## src/rtl/button_debounce_pkg.sv

```systemverilog
// Shared project constants for the push-button / slide-switch debouncer.
package button_debounce_pkg;

  localparam int unsigned NumButtonsDefault     = 5;
  localparam int unsigned DebounceCyclesDefault = 16;
  // Stable-sample count used on the board build (10 ms at 100 MHz).
  localparam int unsigned DebounceCyclesBoard   = 1_000_000;

  // Counter width able to hold 0 .. cycles-1; never narrower than 1 bit.
  function automatic int unsigned cnt_width(input int unsigned cycles);
    return (cycles < 2) ? 1 : $clog2(cycles);
  endfunction

endpackage

```

## src/rtl/button_debounce_if.sv

```systemverilog
// Raw inputs and debounced outputs of the debouncer, bundled as one port.
interface button_debounce_if
  import button_debounce_pkg::*;
#(
  parameter int unsigned NUM_BUTTONS = NumButtonsDefault
) ();

  logic [NUM_BUTTONS-1:0] buttons_raw;
  logic                   switch_raw;
  logic [NUM_BUTTONS-1:0] buttons;
  logic [NUM_BUTTONS-1:0] buttons_pulse;
  logic                   switch;

  // Board / environment side: drives raw levels, observes debounced ones.
  modport master (
    output buttons_raw,
    output switch_raw,
    input  buttons,
    input  buttons_pulse,
    input  switch
  );

  // Debouncer side.
  modport slave (
    input  buttons_raw,
    input  switch_raw,
    output buttons,
    output buttons_pulse,
    output switch
  );

endinterface

```

## src/rtl/button_debounce_channel.sv

```systemverilog
// One debounce channel: 2-flop synchronizer, stability counter, stable level
// flop and registered rise-edge pulse.
module debounce_channel
  import button_debounce_pkg::*;
#(
  parameter int unsigned DEBOUNCE_CYCLES = DebounceCyclesDefault
) (
  input  logic clk,
  input  logic reset,
  input  logic raw_i,
  output logic level_o,
  output logic pulse_o
);

  localparam int unsigned CntW = cnt_width(DEBOUNCE_CYCLES);
  localparam logic [CntW-1:0] CntMax = CntW'(DEBOUNCE_CYCLES - 1);

  logic [1:0]      sync_q, sync_d;
  logic            stable_q, stable_d;
  logic [CntW-1:0] cnt_q, cnt_d;
  logic            pulse_q, pulse_d;

  // Count consecutive mismatching samples; any agreement discards the count.
  always_comb begin
    sync_d   = {sync_q[0], raw_i};
    stable_d = stable_q;
    cnt_d    = '0;
    pulse_d  = 1'b0;
    if (sync_q[1] != stable_q) begin
      if (cnt_q == CntMax) begin
        stable_d = sync_q[1];
        pulse_d  = sync_q[1];
      end else begin
        cnt_d = cnt_q + CntW'(1);
      end
    end
  end

  // State registers with synchronous reset.
  always_ff @(posedge clk) begin
    if (reset) begin
      sync_q   <= '0;
      stable_q <= 1'b0;
      cnt_q    <= '0;
      pulse_q  <= 1'b0;
    end else begin
      sync_q   <= sync_d;
      stable_q <= stable_d;
      cnt_q    <= cnt_d;
      pulse_q  <= pulse_d;
    end
  end

  assign level_o = stable_q;
  assign pulse_o = pulse_q;

endmodule

```

## src/rtl/button_debounce.sv

```systemverilog
// Debouncer for NUM_BUTTONS push buttons plus one slide switch. Every output
// comes straight from a flop inside a channel.
module button_debounce
  import button_debounce_pkg::*;
#(
  parameter int unsigned DEBOUNCE_CYCLES = DebounceCyclesDefault,
  parameter int unsigned NUM_BUTTONS     = NumButtonsDefault
) (
  input logic               clk,
  input logic               reset,
  button_debounce_if.slave  pins
);

  logic [NUM_BUTTONS:0]   raw_all;
  logic [NUM_BUTTONS:0]   level_all;
  logic [NUM_BUTTONS-1:0] pulse_btn;
  // The switch has no pulse output; its channel pulse is sunk here.
  logic                   switch_pulse_unused;

  assign raw_all = {pins.switch_raw, pins.buttons_raw};

  // Channels 0..NUM_BUTTONS-1 are buttons, channel NUM_BUTTONS is the switch.
  for (genvar i = 0; i <= NUM_BUTTONS; i++) begin : g_chan
    if (i < NUM_BUTTONS) begin : g_btn
      debounce_channel #(
        .DEBOUNCE_CYCLES(DEBOUNCE_CYCLES)
      ) u_chan (
        .clk    (clk),
        .reset  (reset),
        .raw_i  (raw_all[i]),
        .level_o(level_all[i]),
        .pulse_o(pulse_btn[i])
      );
    end else begin : g_sw
      debounce_channel #(
        .DEBOUNCE_CYCLES(DEBOUNCE_CYCLES)
      ) u_chan (
        .clk    (clk),
        .reset  (reset),
        .raw_i  (raw_all[i]),
        .level_o(level_all[i]),
        .pulse_o(switch_pulse_unused)
      );
    end
  end

  assign pins.buttons       = level_all[NUM_BUTTONS-1:0];
  assign pins.switch        = level_all[NUM_BUTTONS];
  assign pins.buttons_pulse = pulse_btn;

endmodule

```

## src/flat_wrapper.sv

```systemverilog
// flat-port wrapper written by rule: the top's interface ports become plain ports
module button_debounce_flat import button_debounce_pkg::*;
#(
  parameter int unsigned DEBOUNCE_CYCLES = DebounceCyclesDefault,
  parameter int unsigned NUM_BUTTONS     = NumButtonsDefault
)
  (clk, reset, pins_buttons_raw, pins_switch_raw, pins_buttons, pins_buttons_pulse, pins_switch);
  button_debounce_if #(.NUM_BUTTONS(NUM_BUTTONS)) pins_i ();
  input logic clk;
  input logic reset;
  input wire logic [$bits(pins_i.buttons_raw)-1:0] pins_buttons_raw;
  input wire logic [$bits(pins_i.switch_raw)-1:0] pins_switch_raw;
  output wire logic [$bits(pins_i.buttons)-1:0] pins_buttons;
  output wire logic [$bits(pins_i.buttons_pulse)-1:0] pins_buttons_pulse;
  output wire logic [$bits(pins_i.switch)-1:0] pins_switch;
  assign pins_i.buttons_raw = pins_buttons_raw;
  assign pins_i.switch_raw = pins_switch_raw;
  assign pins_buttons = pins_i.buttons;
  assign pins_buttons_pulse = pins_i.buttons_pulse;
  assign pins_switch = pins_i.switch;
  button_debounce #(.DEBOUNCE_CYCLES(DEBOUNCE_CYCLES), .NUM_BUTTONS(NUM_BUTTONS)) u_core (.clk(clk), .reset(reset), .pins(pins_i));
endmodule
```

## config.mk

```make
export PLATFORM = sky130hd
export DESIGN_NAME = button_debounce_flat
export DESIGN_NICKNAME = d
export VERILOG_FILES = /design/src/rtl/button_debounce_pkg.sv /design/src/rtl/button_debounce_if.sv /design/src/rtl/button_debounce_channel.sv /design/src/rtl/button_debounce.sv /design/src/flat_wrapper.sv
export SDC_FILE = /design/constraint.sdc
export NUM_CORES = 1
export LEC_CHECK = 0
export CAP_MARGIN = 25
export CORE_AREA = 2 2 63 65
export CTS_BUF_LIST = sky130_fd_sc_hd__clkbuf_2
export CTS_CLUSTER_DIAMETER = 150
export CTS_CLUSTER_SIZE = 28
export DETAILED_ROUTE_END_ITERATION = 6
export DIE_AREA = 0 0 65 67
export PLACE_DENSITY = 0.7
export SLEW_MARGIN = 20
export SYNTH_ARGS = -nofsm -noshare
export SYNTH_HDL_FRONTEND = slang
export SYNTH_SLANG_ARGS = --single-unit
export TNS_END_PERCENT = 1
```

## constraint.sdc

```tcl
create_clock -name clk -period 1.4 [get_ports clk]
set_input_delay 0.28 -clock clk [delete_from_list [all_inputs] [get_ports clk]]
set_output_delay 0.28 -clock clk [all_outputs]
set_load 0.03 [all_outputs]
```

### Yosys cells after proc, flatten, opt, wreduce, memory -nomap -nowiden

Cells that the tools add are included.
Widths: inputs -> output; s select.

| word-level totals | value |
|---|---|
| memories kept | 0 |
| memory bits (writable) | 0 |
| latch bits | 0 |
| output and inout bits | 11 |
| bits in read-only memories | 0 |
| register bits | 47 |
| input port bits | 8 |

| operators by class | value |
|---|---|
| reduce and logical (&&, ||, !) cells | 17 |
| equality and inequality tests | 12 |
| muxes and demuxes | 0 |
| shifts and indexed selects | 0 |
| bitwise gates (word level) | 11 |
| multiply operators | 0 |
| div/mod/pow operators | 0 |
| add/subtract/negate cells | 6 |
| order comparisons | 0 |

Operators by type and width:

| kind | number |
|---|---|
| $reduce_or 3->1 | 11 |
| $add 4x1->4 const B | 6 |
| $eq 4x4->1 const B | 6 |
| $reduce_and 2->1 | 6 |
| $not 1->1 | 11 |
| $ne 1x1->1 | 6 |

### Longest topological paths before layout

| depth | value |
|---|---|
| depth in word-level cells | 3 |
| gate-level depth with buffers | 4 |
| gate-level depth less buffers | 4 |

### Modules after synthesis

A second synthesis with hierarchy kept.

| unflattened totals | value |
|---|---|
| cells, all modules | 150 |
| area total of the unflattened synthesis | 1689.1 um^2 |

By module, submodules not included:

| module | area each (um^2) | seq. area each (um^2) | cells an instance | times used |
|---|---|---|---|---|
| debounce_channel | 281.5 | 160.2 | 25 | 6 |

### Worst setup path after synthesis

Ideal clock, no wire load.

| timing path | value |
|---|---|
| path kind | register to register |
| from | register u_core.g_chan[2].g_btn.u_chan.cnt_q[0] |
| to | register u_core.g_chan[2].g_btn.u_chan.stable_q |
| required time | 1.280 ns |
| stages on the path, launching flop included | 5 |
| arrival | 0.879 ns |
| buffers on the path | 0 |
| path slack | 0.401 ns |
| cells stage by stage | dfxtp_1 -> ha_1 -> nand3_1 -> mux2i_1 -> nor2_1 |

| on the way | value |
|---|---|
| cells in the longest elaborated chain, start to end | 2 |

RTL lines:

| item | RTL line | text |
|---|---|---|
| start, declared | button_debounce_channel.sv:20 | `logic [CntW-1:0] cnt_q, cnt_d;` |
| start signal, assigned | button_debounce_channel.sv:49 | `cnt_q <= cnt_d;` |
| $eq 4x4->1 | button_debounce_channel.sv:30 | `if (cnt_q == CntMax) begin` |
| $reduce_and 2->1 (no source line) | -- |  |
| end signal, assigned | button_debounce_channel.sv:48 | `stable_q <= stable_d;` |
| end, declared | button_debounce_channel.sv:19 | `logic stable_q, stable_d;` |

No other way between the ends.
A chain may end at the register's enable or synchronous reset.

### Worst setup path after layout

| timing path | value |
|---|---|
| from | register u_core.g_chan[2].g_btn.u_chan.pulse_q |
| to | output port pins_buttons_pulse[2] |

RTL lines:

| item | RTL line | text |
|---|---|---|
| start, declared | button_debounce_channel.sv:21 | `logic pulse_q, pulse_d;` |
| start signal, assigned | button_debounce_channel.sv:50 | `pulse_q <= pulse_d;` |
| end, declared | flat_wrapper.sv:14 | `output wire logic [$bits(pins_i.buttons_pulse)-1:0] pins_buttons_pulse;` |

No word-level cell between the ends.

==> flow_summary_export.csv <==
group,metric,value,unit
yosys,syn_area,1744,um^2
routing,drc,0,
routing,drt_wl_total,2382,um
power_and_ir_drop,clock_power_share,0.260,
die,io_pins,19,
yosys,ys_seq_area_frac,0.5395,
clock_network,cts-buffers-inserted,5,
worst_setup_path,path_cells,"clkdlybuf4s15_2",
clock_network,clk_latency,0.41,ns
worst_setup_path,crit_start,"u_core.g_chan[2].g_btn.u_chan.pulse_o",
worst_setup_path,crit_path_top_delay_cell,"dfxtp_1",
grt,grt-ovfl-total,0,
routing,detail-route-antenna-nets,0,
placed_design,dp_hpwl,1762,um
grt,track_usage,0.1346,
grt,antenna_found_initial,0,
grt,first_global_vias,1107,
sta,fin_crit_sh,0.9505,
worst_setup_path,worstSetupPathType,"reg -> out",
worst_setup_path,cp.depth,1,
worst_setup_path,cp_num_buf_inv,1,
worst_setup_path,crit_family,"flip-flops",
final_layout,antenna_cells,0,
die,start_util,0.4837,
power_and_ir_drop,p_int,1.526,mW
flow_run,drv_cap,0,
worst_hold_path,min_path_cells,2,
sta,clock.fmax,751.5,MHz
placed_design,gp_congestion,0.6751,
sta,period_minus_slack,1.331,ns
routing,drt_first_pass_iters,4,
power_and_ir_drop,power.density,997.1,nW/um^2
worst_setup_path,start_kind,"flip-flop",
placed_design,port_buffers,18,
worst_setup_path,cp.arrival,1.05,ns
sta,tightest_slew,0.2064,ns
yosys,yosys_warnings,0,
sta,setup_viol_count_final,0,
sta,hold_violations,0,
worst_setup_path,cpPeakStageDelay,0.36,ns
final_layout,fillers,357,
clock_network,cts.sinks,47,
worst_setup_path,r2r.worst_path.cells,4,
clock_network,h-tree-depth,2,
grt,grt_pass1_wl,4443,um
sta,slew_viol_final,0,
run_status,status,"complete, no violations",
die,core,3606,um^2
clock_network,post-cts-setup-buffers,0,
power_and_ir_drop,p_leak,0.9130,nW
power_and_ir_drop,ir_drop,0.6736,mV
sta,finClkSkew,0.01148,ns
power_and_ir_drop,p_comb_frac,0.037,
yosys,netlist_instances,161,
die,die_w,65,um
worst_setup_path,r2r_start,"u_core.g_chan[3].g_btn.u_chan.cnt_q[0]",
power_and_ir_drop,switchingPower,0.4276,mW
clock_network,ctsHoldBuffers,0,
worst_setup_path,setup.worst_path.end_class,"output pin",
clock_network,cts.path.max_buffers,2,
routing,avgViaCountPerCell,4.618,
routing,num_vias,1053,
yosys,synth_area_per_cell,10.83,um^2
die,die-area,4355,um^2
yosys,synth_seq_cells,47,
worst_setup_path,critPathRequiredTime,1.12,ns
power_and_ir_drop,sw_frac_of_total,0.2189,
final_layout,drive_gt1_frac,0.1556,
die,row_count,22,
final_layout,fin_util,0.5434,
sta,rsz0062_at_grt,"no",
clock_network,tritoncts,"done",
clock_network,cts_root_buf,"clkbuf_2",
yosys,syn_nets,175,
yosys,synth_cell_types,13,
sta,tns,0,ns
grt,grt_max_degree,36,
routing,routedWlPerCell,10.45,um
worst_setup_path,path_max_fanout,1,
routing,drt_iter0_markers,23,
power_and_ir_drop,seq_power_share,0.703,
final_layout,fin_nets,193,
sta,timing.slew.headroom,0.8624,
worst_hold_path,hold_path.class,"in -> reg",
final_layout,area_growth,12.34,%
die,die_h,67,um
worst_hold_path,hold_path_startpoint,"pins_buttons_raw[0]",
clock_network,clkTransAtPathRegs,0.21,ns
==> synthesized netlist by cell type, drive strengths merged <==
cell / instances / area (um^2)
and3b: 6 / 52.55
nor4b: 5 / 75.07
buf: 13 / 90.08
nand3: 12 / 60.06
inv: 6 / 22.52
nor2: 24 / 90.09
mux2i: 6 / 60.06
nor2b: 12 / 75.07
nand3b: 6 / 45.04
xor2: 18 / 157.7
dfxtp: 47 / 940.9
ha: 6 / 75.07
==> cell families after synthesis <==
logic type | synth area share
muxes | 0.03443
buffers and inverters | 0.06456
DFF | 0.5395
adders and majority gates | 0.04304
and+or+nand+nor | 0.2281
xor gates and xnor gates | 0.09039
==> state kept, by name (all words and copies together), names as in the netlist <==
register / cells
u_core.g_chan.g_btn.u_chan.cnt_q: 20
u_core.g_chan.g_btn.u_chan.sync_q: 10
u_core.g_chan.g_btn.u_chan.level_o: 5
u_core.g_chan.g_btn.u_chan.pulse_o: 5
u_core.g_chan.g_sw.u_chan.cnt_q: 4
u_core.g_chan.g_sw.u_chan.sync_q: 2
u_core.g_chan.g_sw.u_chan.level_o: 1
==> metrics by stage <==
stage | area [um^2] | cells | power, mW | hold slack (ns) | setup WS, ns
5_1_grt | 1959 | 228 | 2.054 | 0.3666 | 0.01023
4_1_cts | 1997 | 228 | 1.987 | 0.3701 | 0.01109
6_report | 1959 | 228 | 1.954 | 0.3906 | 0.06931
2_1_floorplan | 1744 | 161 | 1.440 | 0.4082 | 0.4010
3_3_place_gp | 1952 | 220 | 1.471 | 0.4176 | 0.08336
3_5_place_dp | 1952 | 220 | 1.475 | 0.4264 | 0.05129
==> cell type report <==
class,count,area (um^2),share of cell area
clock inverters,2,7.507,0.003831
flip-flops and latches,47,940.9,0.4802
repair buffers,24,207.7,0.1060
well taps,48,60.06,0.03065
inverters,6,22.52,0.01149
multi-input cells,95,690.7,0.3525
clock buffers,6,30.03,0.01533
==> worst register-to-register path, stage by stage (launching register included) <==
cell and delay, ns:
dfxtp_1 0.38, ha_1 0.23, nand3_1 0.17, mux2i_1 0.20
nor2_1 0.05
==> power by group through the flow <==
stage               Clock [mW]  Combinational (mW)  Sequential [mW]
detailed placement           0              0.0751             1.40
CTS                      0.538              0.0752             1.37
global route             0.594              0.0824             1.38
global placement             0              0.0722             1.40
finish                   0.508              0.0732             1.37
floorplan                    0              0.0432             1.40
==> placed cells by master, fill, tap and decap left out <==
| cell | instances |
|---|---|
| and3b_1 | 6 |
| buf_12 | 1 |
| buf_2 | 7 |
| buf_4 | 5 |
| clkbuf_2 | 6 |
| clkdlybuf4s15_2 | 4 |
| clkdlybuf4s50_1 | 7 |
| clkinv_1 | 2 |
| dfxtp_1 | 47 |
| ha_1 | 6 |
| inv_1 | 6 |
| mux2i_1 | 6 |
| nand3_1 | 12 |
| nand3b_1 | 6 |
| nor2_1 | 24 |
| nor2b_1 | 12 |
| nor4b_2 | 5 |
| xor2_1 | 18 |
==> worst paths after layout <==
path                                                   to  slack [ns]
hold / removal    u_core.g_chan[0].g_btn.u_chan.sync_q[0]        0.39
setup / recovery                    pins_buttons_pulse[2]        0.07
setup reg to reg    u_core.g_chan[3].g_btn.u_chan.level_o        0.30
hold reg to reg   u_core.g_chan[1].g_btn.u_chan.sync_q[1]        0.46
==> layer usage <==
layer | GRT usage | share of wire
met5 | 0 | 0
met4 | 0.07181 | 0.022
met3 | 0.04392 | 0.049
met2 | 0.2448 | 0.49
met1 | 0.1360 | 0.43
==> timing repair <==
action                     4_1_cts  5_1_grt
cloned                           0        0
gates resized for setup         35       12
pin swaps                        0        0
setup endpoints to repair       11        6
Note: power is estimated with default switching activity, not from simulation.
